`config.mk`:
```
export PLATFORM = sky130hd
export DESIGN_NAME = contador_monitor
export DESIGN_NICKNAME = d
export VERILOG_FILES = /design/src/rtl/contador_monitor.sv
export SDC_FILE = /design/constraint.sdc
export NUM_CORES = 1
export LEC_CHECK = 0
export ABC_AREA = 0
export ABC_CLOCK_PERIOD_IN_PS = 2900
export CAP_MARGIN = 20
export CORE_ASPECT_RATIO = 1.1
export CORE_MARGIN = 2
export CORE_UTILIZATION = 45
export CTS_BUF_LIST = sky130_fd_sc_hd__clkbuf_16
export DETAILED_ROUTE_END_ITERATION = 10
export GPL_ROUTABILITY_DRIVEN = 0
export PLACE_DENSITY = 0.76
export SKIP_CTS_REPAIR_TIMING = 1
export SLEW_MARGIN = 20
export SYNTH_ARGS = -nofsm -noshare
export SYNTH_HDL_FRONTEND = slang
export SYNTH_SLANG_ARGS = --single-unit
```
`constraint.sdc`:
```
create_clock -name clk -period 2.9 [get_ports clk]
set_clock_uncertainty 0.1 [all_clocks]
set_input_delay 0.435 -clock clk [delete_from_list [all_inputs] [get_ports clk]]
set_output_delay 0.435 -clock clk [all_outputs]
set_load 0.05 [all_outputs]
```
`src/rtl/contador_monitor.sv`:
```
// ---------------------------------------------------------------------------
// contador_monitor
//
// Response-side monitor for the 4-bit mode counter. It watches the stimulus
// the counter receives (enable, mode, D) and the response it produces
// (Q, rco, load). Every response cycle is predicted from the previous cycle's
// stimulus and observed Q. Mismatches are flagged and counted, and correctly
// predicted wrap-arounds (rco pulses) are counted.
//
// Optional feature macro: CONTADOR_MON_SNAP_EN
//   When defined, snap_exp / snap_act / snap_mode capture the expected Q,
//   the actual Q and the causing mode of the first mismatch after reset.
//
// Parameters
//   CNT_W       width of the saturating err_count / wrap_count counters
//
// Ports
//   clk         single rising-edge clock
//   reset       synchronous, active-high; same net that resets the counter
//   enable      counter enable as driven to the counter
//   mode        counter mode as driven to the counter
//   D           counter parallel-load data
//   Q           counter output value
//   rco         counter ripple-carry-out
//   load        counter load indicator
//   err         one-cycle pulse on any mismatch (registered)
//   err_code    mismatch bits of that cycle: [0] Q, [1] rco, [2] load
//   err_sticky  set on first mismatch, held until reset
//   err_count   number of mismatching cycles, saturating
//   wrap_count  number of observed rco pulses that matched the prediction
//   tracking    1 while the monitor is in the TRACK state
//   snap_exp    (optional) expected Q at first mismatch
//   snap_act    (optional) actual Q at first mismatch
//   snap_mode   (optional) mode that produced the first mismatch
//
// Handshake: there is no valid/ready handshake; every clock cycle carries one
// stimulus sample and one response sample, both unconditionally accepted.
// ---------------------------------------------------------------------------
module contador_monitor #(
  parameter int CNT_W = 8
) (
  input  logic             clk,
  input  logic             reset,
  input  logic             enable,
  input  logic [1:0]       mode,
  input  logic [3:0]       D,
  input  logic [3:0]       Q,
  input  logic             rco,
  input  logic             load,
  output logic             err,
  output logic [2:0]       err_code,
  output logic             err_sticky,
  output logic [CNT_W-1:0] err_count,
  output logic [CNT_W-1:0] wrap_count,
  output logic             tracking
`ifdef CONTADOR_MON_SNAP_EN
  ,
  output logic [3:0]       snap_exp,
  output logic [3:0]       snap_act,
  output logic [1:0]       snap_mode
`endif
);

  localparam logic [CNT_W-1:0] CNT_ONE = {{(CNT_W-1){1'b0}}, 1'b1};
  localparam logic [CNT_W-1:0] CNT_MAX = {CNT_W{1'b1}};

  typedef enum logic {
    SYNC  = 1'b0,
    TRACK = 1'b1
  } state_t;

  state_t state, state_next;

  // Previous-cycle samples that form the base of the next prediction.
  logic [3:0] base_q;
  logic       base_en;
  logic [1:0] base_mode;
  logic [3:0] base_d;

  // Prediction of the current response.
  logic [4:0] sum5;
  logic [4:0] addend;
  logic [3:0] pred_q;
  logic       pred_rco;
  logic       pred_load;

  logic       check_en;
  logic [2:0] mis;
  logic       any_mis;
  logic       wrap_hit;

  // ---------------------------------------------------------------------
  // FSM: state register
  // ---------------------------------------------------------------------
  always_ff @(posedge clk) begin
    if (reset) begin
      state <= SYNC;
    end else begin
      state <= state_next;
    end
  end

  // ---------------------------------------------------------------------
  // FSM: next state. SYNC only lasts one cycle, used to take the first
  // sample; once tracking, only reset leaves TRACK.
  // ---------------------------------------------------------------------
  always_comb begin
    state_next = state;
    case (state)
      SYNC:    state_next = TRACK;
      TRACK:   state_next = TRACK;
      default: state_next = SYNC;
    endcase
  end

  // ---------------------------------------------------------------------
  // FSM: outputs. Checking happens only in TRACK, where the base registers
  // hold a genuine previous sample.
  // ---------------------------------------------------------------------
  always_comb begin
    tracking = 1'b0;
    check_en = 1'b0;
    if (state == TRACK) begin
      tracking = 1'b1;
      check_en = 1'b1;
    end
  end

  // ---------------------------------------------------------------------
  // Base sample capture. The observed Q (never the predicted Q) becomes the
  // next base, so a single faulty response causes exactly one err pulse.
  // ---------------------------------------------------------------------
  always_ff @(posedge clk) begin
    if (reset) begin
      base_q    <= 4'd0;
      base_en   <= 1'b0;
      base_mode <= 2'b00;
      base_d    <= 4'd0;
    end else begin
      base_q    <= Q;
      base_en   <= enable;
      base_mode <= mode;
      base_d    <= D;
    end
  end

  // ---------------------------------------------------------------------
  // Reference model of the counter. All arithmetic goes through one 5-bit
  // sum; the down count adds 5'h1F, whose low nibble equals Q-1 mod 16.
  // Mode 00 takes rco from the carry bit; modes 01/10 use explicit compares.
  // ---------------------------------------------------------------------
  always_comb begin
    addend = 5'd0;
    case (base_mode)
      2'b00:   addend = 5'd3;
      2'b01:   addend = 5'h1F;
      2'b10:   addend = 5'd1;
      default: addend = 5'd0;
    endcase
  end

  assign sum5 = {1'b0, base_q} + addend;

  always_comb begin
    pred_q    = base_q;
    pred_rco  = 1'b0;
    pred_load = 1'b0;
    if (base_en) begin
      case (base_mode)
        2'b00: begin
          pred_q   = sum5[3:0];
          pred_rco = sum5[4];
        end
        2'b01: begin
          pred_q   = sum5[3:0];
          pred_rco = (base_q == 4'd0);
        end
        2'b10: begin
          pred_q   = sum5[3:0];
          pred_rco = (base_q == 4'd15);
        end
        default: begin
          pred_q    = base_d;
          pred_load = 1'b1;
        end
      endcase
    end
  end

  // ---------------------------------------------------------------------
  // Compare observed response against the prediction.
  // ---------------------------------------------------------------------
  always_comb begin
    mis = 3'b000;
    if (check_en) begin
      mis[0] = (Q    != pred_q);
      mis[1] = (rco  != pred_rco);
      mis[2] = (load != pred_load);
    end
  end

  assign any_mis  = |mis;
  // A wrap counts only when the observed rco pulse was itself predicted.
  assign wrap_hit = check_en && rco && !mis[1];

  // ---------------------------------------------------------------------
  // Registered error reporting and saturating counters.
  // ---------------------------------------------------------------------
  always_ff @(posedge clk) begin
    if (reset) begin
      err        <= 1'b0;
      err_code   <= 3'b000;
      err_sticky <= 1'b0;
      err_count  <= '0;
      wrap_count <= '0;
    end else begin
      err        <= any_mis;
      err_code   <= mis;
      err_sticky <= err_sticky | any_mis;
      if (any_mis && (err_count != CNT_MAX)) begin
        err_count <= err_count + CNT_ONE;
      end
      if (wrap_hit && (wrap_count != CNT_MAX)) begin
        wrap_count <= wrap_count + CNT_ONE;
      end
    end
  end

`ifdef CONTADOR_MON_SNAP_EN
  // ---------------------------------------------------------------------
  // First-mismatch snapshot: loaded on the same edge err_sticky rises and
  // frozen afterwards. The causing mode is the base mode, i.e. the mode
  // that was driven one cycle before the faulty response.
  // ---------------------------------------------------------------------
  always_ff @(posedge clk) begin
    if (reset) begin
      snap_exp  <= 4'd0;
      snap_act  <= 4'd0;
      snap_mode <= 2'b00;
    end else if (any_mis && !err_sticky) begin
      snap_exp  <= pred_q;
      snap_act  <= Q;
      snap_mode <= base_mode;
    end
  end
`endif

endmodule

```
## Yosys cells after proc, flatten, opt, wreduce, memory -nomap -nowiden

Cells that the tools add are included.
W data, S select, Z words.

| word-level totals | value |
|---|---|
| register bits after elaboration | 33 |
| output and inout bits | 22 |
| logic and storage cells | 41 |

| cells by class | value |
|---|---|
| $add $sub $neg | 3 |
| equal/unequal tests | 8 |
| multiplexer cells | 10 |
| bitwise logic cells | 1 |
| reduce and logical (&&, ||, !) cells | 9 |

Operators with widths:

| kind | number |
|---|---|
| $add A8 B1 Y8 const B | 2 |
| $ne A8 B8 Y1 const B | 2 |
| $pmux W5 S3 | 1 |
| $mux W4 | 2 |
| $reduce_or A3 Y1 | 2 |
| $add A4 B5 Y5 | 1 |
| $mux W1 | 5 |
| $eq A4 B4 Y1 const B | 1 |
| $logic_and A1 B1 Y1 | 4 |
| $logic_not A4 Y1 | 1 |
| $ne A4 B4 Y1 | 1 |
| $mux W3 | 1 |
| $pmux W1 S3 | 1 |
| $eq A2 B1 Y1 const B | 1 |
| $eq A2 B2 Y1 const B | 1 |
| $logic_not A2 Y1 | 1 |
| $ne A1 B1 Y1 | 2 |
| $logic_not A1 Y1 | 1 |
| $or A1 B1 Y1 | 1 |

## Longest topological paths before layout

| depth | value |
|---|---|
| word-level depth | 10 |
| depth in mapped cells | 14 |
| depth with buffers taken out | 11 |

## Worst setup path after synthesis

Ideal clock, no wire load.

| timing path | value |
|---|---|
| path kind | register -> register |
| start point | reg base_mode[1] |
| end point | reg err_count[7] |
| library setup time | 71 ps |
| arrival time | 2,858 ps |
| required time | 2,729 ps |
| slack | -129 ps |
| stages on the path, launching flop included | 14 |
| path buffers | 2 |
| cell sequence | dfxtp_1 and2_4 buf_6 inv_2 ha_1 fa_1 a21bo_1 a311o_1 nand4_1 a221oi_2 and3_1 buf_6 or4_1 a21oi_1 |

| on the way | value |
|---|---|
| word-level cells in the longest chain between the ends | 9 |

Ends and longest elaborated chain:

| element | line | source |
|---|---|---|
| start, declared | 77 | `logic [1:0] base_mode;` |
| start signal, assigned | 142 | `base_mode <= mode;` |
| $eq A2 B2 Y1, or another cell as far along | 154, 169 |  |
| $pmux W5 S3 | 154 | `case (base_mode)` |
| $add A4 B5 Y5 | 162 | `assign sum5 = {1'b0, base_q} + addend;` |
| $mux W4 / $pmux W1 S3 (equally long branches) | 169 | `case (base_mode)` |
| $mux W4 / $mux W1 (equally long branches) | 168 | `if (base_en) begin` |
| $ne A4 B4 Y1 / $ne A1 B1 Y1 (equally long branches) | 196, 197 |  |
| $mux W3 (*) | 195 | `if (check_en) begin` |
| $reduce_or A3 Y1 (*) | 202 | `assign any_mis = \|mis;` |
| $logic_and A1 B1 Y1 (*) | 220 | `if (any_mis && (err_count != CNT_MAX)) begin` |
| end signal, assigned | 221 | `err_count <= err_count + CNT_ONE;` |
| end, declared | 53 | `output logic [CNT_W-1:0] err_count,` |

Every way passes the cells marked *; elsewhere a longest branch is shown, timed or not.
A chain may end at the register's enable or synchronous reset.

## Final worst setup path

| timing path | value |
|---|---|
| start point | reg base_mode[0] |
| end point | reg err_count[2] |

Same word-level chain as after synthesis.

==> flow_metrics.env <==
export IMPL_status="finished with violations"
export IMPL_violations="negative setup slack"
export IMPL_overflow=0
export IMPL_io_pins=37
export IMPL_finalCritPeriodShare=1.00
export IMPL_synth_most_common_cell="dfxtp_1"
export IMPL_grt_pass1_wl_um=6130
export IMPL_die_width_um=62.5
export IMPL_sw_frac_of_total=0.261
export IMPL_power_static_leakage_nw=0.927
export IMPL_die_height_um=68.4
export IMPL_fmax_ghz=0.344
export IMPL_fin_cells=292
export IMPL_worst_slack_ns=-0.00762
export IMPL_filler_cell_count=300
export IMPL_cts_made_buffers=5
export IMPL_yosysTopAreaCellShare=0.389
export IMPL_postRouteWirelength_um=4330
export IMPL_drc=0
export IMPL_report_power_total_mw=1.18
export IMPL_ys_flop_type="dfxtp_1"
export IMPL_power_internal_uw=871
export IMPL_ff_latch_area_um2=663
export IMPL_critPathLaunchType="flip-flop"
export IMPL_antenna_found_initial=0
export IMPL_multi_input_area_um2=1020
export IMPL_tns_ns=-0.00762
export IMPL_core_area_um2=3630
export IMPL_grt_max_degree=14
export IMPL_critPathMaxFanout=5
export IMPL_worst_r2r_path_depth=10
export IMPL_drtAntennaViolNets=0
export IMPL_h_tree_depth=2
export IMPL_pwr_share_comb=0.154
export IMPL_tightest_slew_ns=0.742
export IMPL_grt_pass1_vias=1333
export IMPL_switchingPower_uw=307
export IMPL_synth_largest_area_cell="dfxtp_1"
export IMPL_power_density_nw_per_um2=486
export IMPL_portBuffers=36
export IMPL_cp_data_required_time_ns=2.97
export IMPL_crit_chain="buf_4 -> nor2b_2 -> ha_1 -> nand2_1 -> a2111o_1 -> a31o_1 -> a221oi_4 -> and3_4 -> nor3b_2 -> mux2_4"
export IMPL_pwr_share_clk=0.436
export IMPL_max_cap_violations=0
export IMPL_cts_tree="done"
export IMPL_endpoint="err_count[2]"
export IMPL_drtIter0Drc=98
export IMPL_yosysWarnings=0
export IMPL_hold_depth=1
export IMPL_ys_types=46
export IMPL_vias=1586
export IMPL_wire_per_inst_um=14.8
export IMPL_syn_area_um2=1700
export IMPL_diodes=0
export IMPL_synth_seq_area_share=0.389
export IMPL_synth_edf_count=0
export IMPL_critPathSlowestCell="a2111o_1"
export IMPL_drtPass1Iterations=4
export IMPL_track_usage=0.185
export IMPL_clockBufferDepth=2
export IMPL_hold_viol=0
export IMPL_cts_root_buf="clkbuf_16"
export IMPL_netlist_instances=188
export IMPL_synth_avg_cell_area_um2=9.02
export IMPL_cts_sinks=33
export IMPL_synth_commonest_cells="33 x dfxtp_1, 17 x nor2_1, 15 x nor2b_1, 10 x nand2_1, 10 x nand3_1"
export IMPL_rsz0062_at_grt="true"
export IMPL_crit_buf_inv=1
export IMPL_finalCriticalPeriod_ns=2.91
export IMPL_clk_transition_reported_paths_ns=0.06
export IMPL_synthTopCellsByArea="dfxtp_1 39%, nor2b_1 5.5%, ha_1 4.4%"
export IMPL_async_flop_share=0
export IMPL_cp_top_family="compound AO/OA/AOI/OAI gates"
export IMPL_drv_slew=0
export IMPL_hold_ws_ns=0.361
export IMPL_synth_nets=210
export IMPL_r2r_setup_slack_ns=-0.008
export IMPL_dieArea_um2=4280
export IMPL_num_rows=23
export IMPL_r2r_start="base_mode[0]"
export IMPL_drive_above_1_share=0.198
export IMPL_crit_start="base_mode[0]"
export IMPL_hp_class="reg -> reg"
export IMPL_max_slew_margin=0.505
export IMPL_end_kind="flip-flop"
export IMPL_critPathMaxStageDelay_ns=0.44
export IMPL_path_class="reg -> reg"
export IMPL_pre_cts_ws_ns=-0.0919
export IMPL_nets=263
export IMPL_cp_depth=10
export IMPL_power_frac_seq=0.410
export IMPL_viasPerCell=5.43
export IMPL_peakVddDrop_mv=0.435
export IMPL_setup_violations=1
export IMPL_clk_latency_ns=0.28
export IMPL_synth_seq_cells=33
export IMPL_placed_cells=278
export IMPL_cp_arrival_ns=2.97
export IMPL_post_dp_hpwl_um=2680
export IMPL_syn_to_final_growth_pct=42.8
export IMPL_r2r_end="err_count[2]"
export IMPL_start_util=0.468
kinds of logic after synthesis:
logic type	count (synthesis)	synth area share
DFF	33	0.389
muxes	3	0.0236
and+or+nand+nor	84	0.270
xor gates and xnor gates	9	0.0465
buffers and inverters	17	0.0605
AOI/OAI and AO/OA	35	0.154
adders and majority gates	7	0.0560
worst register-to-register path: stages, from the launching register on:
cell and delay (ns):
dfxtp_2 0.31, buf_4 0.12, nor2b_2 0.17, ha_1 0.31
nand2_1 0.09, a2111o_1 0.44, a31o_1 0.27, a221oi_4 0.33
and3_4 0.29, nor3b_2 0.06, mux2_4 0.30
through the flow:
stage / area [µm²] / util
after floorplan: 1710 / -
after global placement: 2160 / 0.596
after detailed placement: 2160 / 0.596
after CTS: 2300 / 0.636
after global routing: 2420 / 0.668
final: 2420 / 0.668
worst min path at each step:
| stage | slack, ns | start | end |
|---|---|---|---|
| finish | 0.36 | err_sticky | err_sticky |
| global route | 0.40 | err_sticky | err_sticky |
| CTS | 0.37 | err_sticky | err_sticky |
| detailed placement | 0.36 | err_sticky | err_sticky |
| global placement | 0.35 | err_sticky | err_sticky |
| floorplan | 0.46 | mode[0] | base_mode[0] |
state kept, by name, indices dropped and copies added (netlist names):
register,count
base_d,4
err_sticky,1
base_q,4
err_code,3
wrap_count,8
state,1
err,1
err_count,8
base_mode,2
base_en,1
final cells by class:
| cell class | instances | area share |
|---|---|---|
| inverters | 8 | 0.0134 |
| well taps | 50 | 0.0258 |
| clock inverters | 3 | 0.00723 |
| clock buffers | 5 | 0.0516 |
| flip-flops and latches | 33 | 0.274 |
| repair buffers | 54 | 0.208 |
| multi-input cells | 139 | 0.421 |
layer usage:
layer / wire (µm) / global-route usage / vias to the layer above
met5: 0 / 0 / -
met4: 74 / 0.0667 / 0
met3: 224 / 0.0477 / 9
met2: 2160 / 0.329 / 45
met1: 1870 / 0.219 / 756
li1: - / - / 776
power by group through the flow:
stage	Clock, mW	Sequential (mW)	Combinational [mW]
finish	0.514	0.483	0.181
global route	0.537	0.485	0.194
CTS	0.517	0.483	0.157
detailed placement	0	0.492	0.154
global placement	0	0.492	0.152
floorplan	0	0.515	0.0745
cell usage in the layout, fill, tap and decap left out, drive strengths merged, types with 2 or more instances in the layout:
cell type      netlist  layout
nand2               10      10
buf                  6      18
ha                   6       6
inv                  8       8
clkinv               0       3
nand3               10      10
dfxtp               33      33
o2111ai              3       3
mux2                 2       2
nor2b               15      15
a21oi                9       9
xnor2                7       7
xor2                 2       2
nand4                7       7
or3                  5       5
nor2                17      17
nand2b               3       3
clkbuf               3       5
a2111o               2       2
and3                 6       7
clkdlybuf4s50        0      36
o21ai                7       7
a311o                2       2
a21bo                2       2
nor3                 6       6
Power figures use the tool's default switching activity.
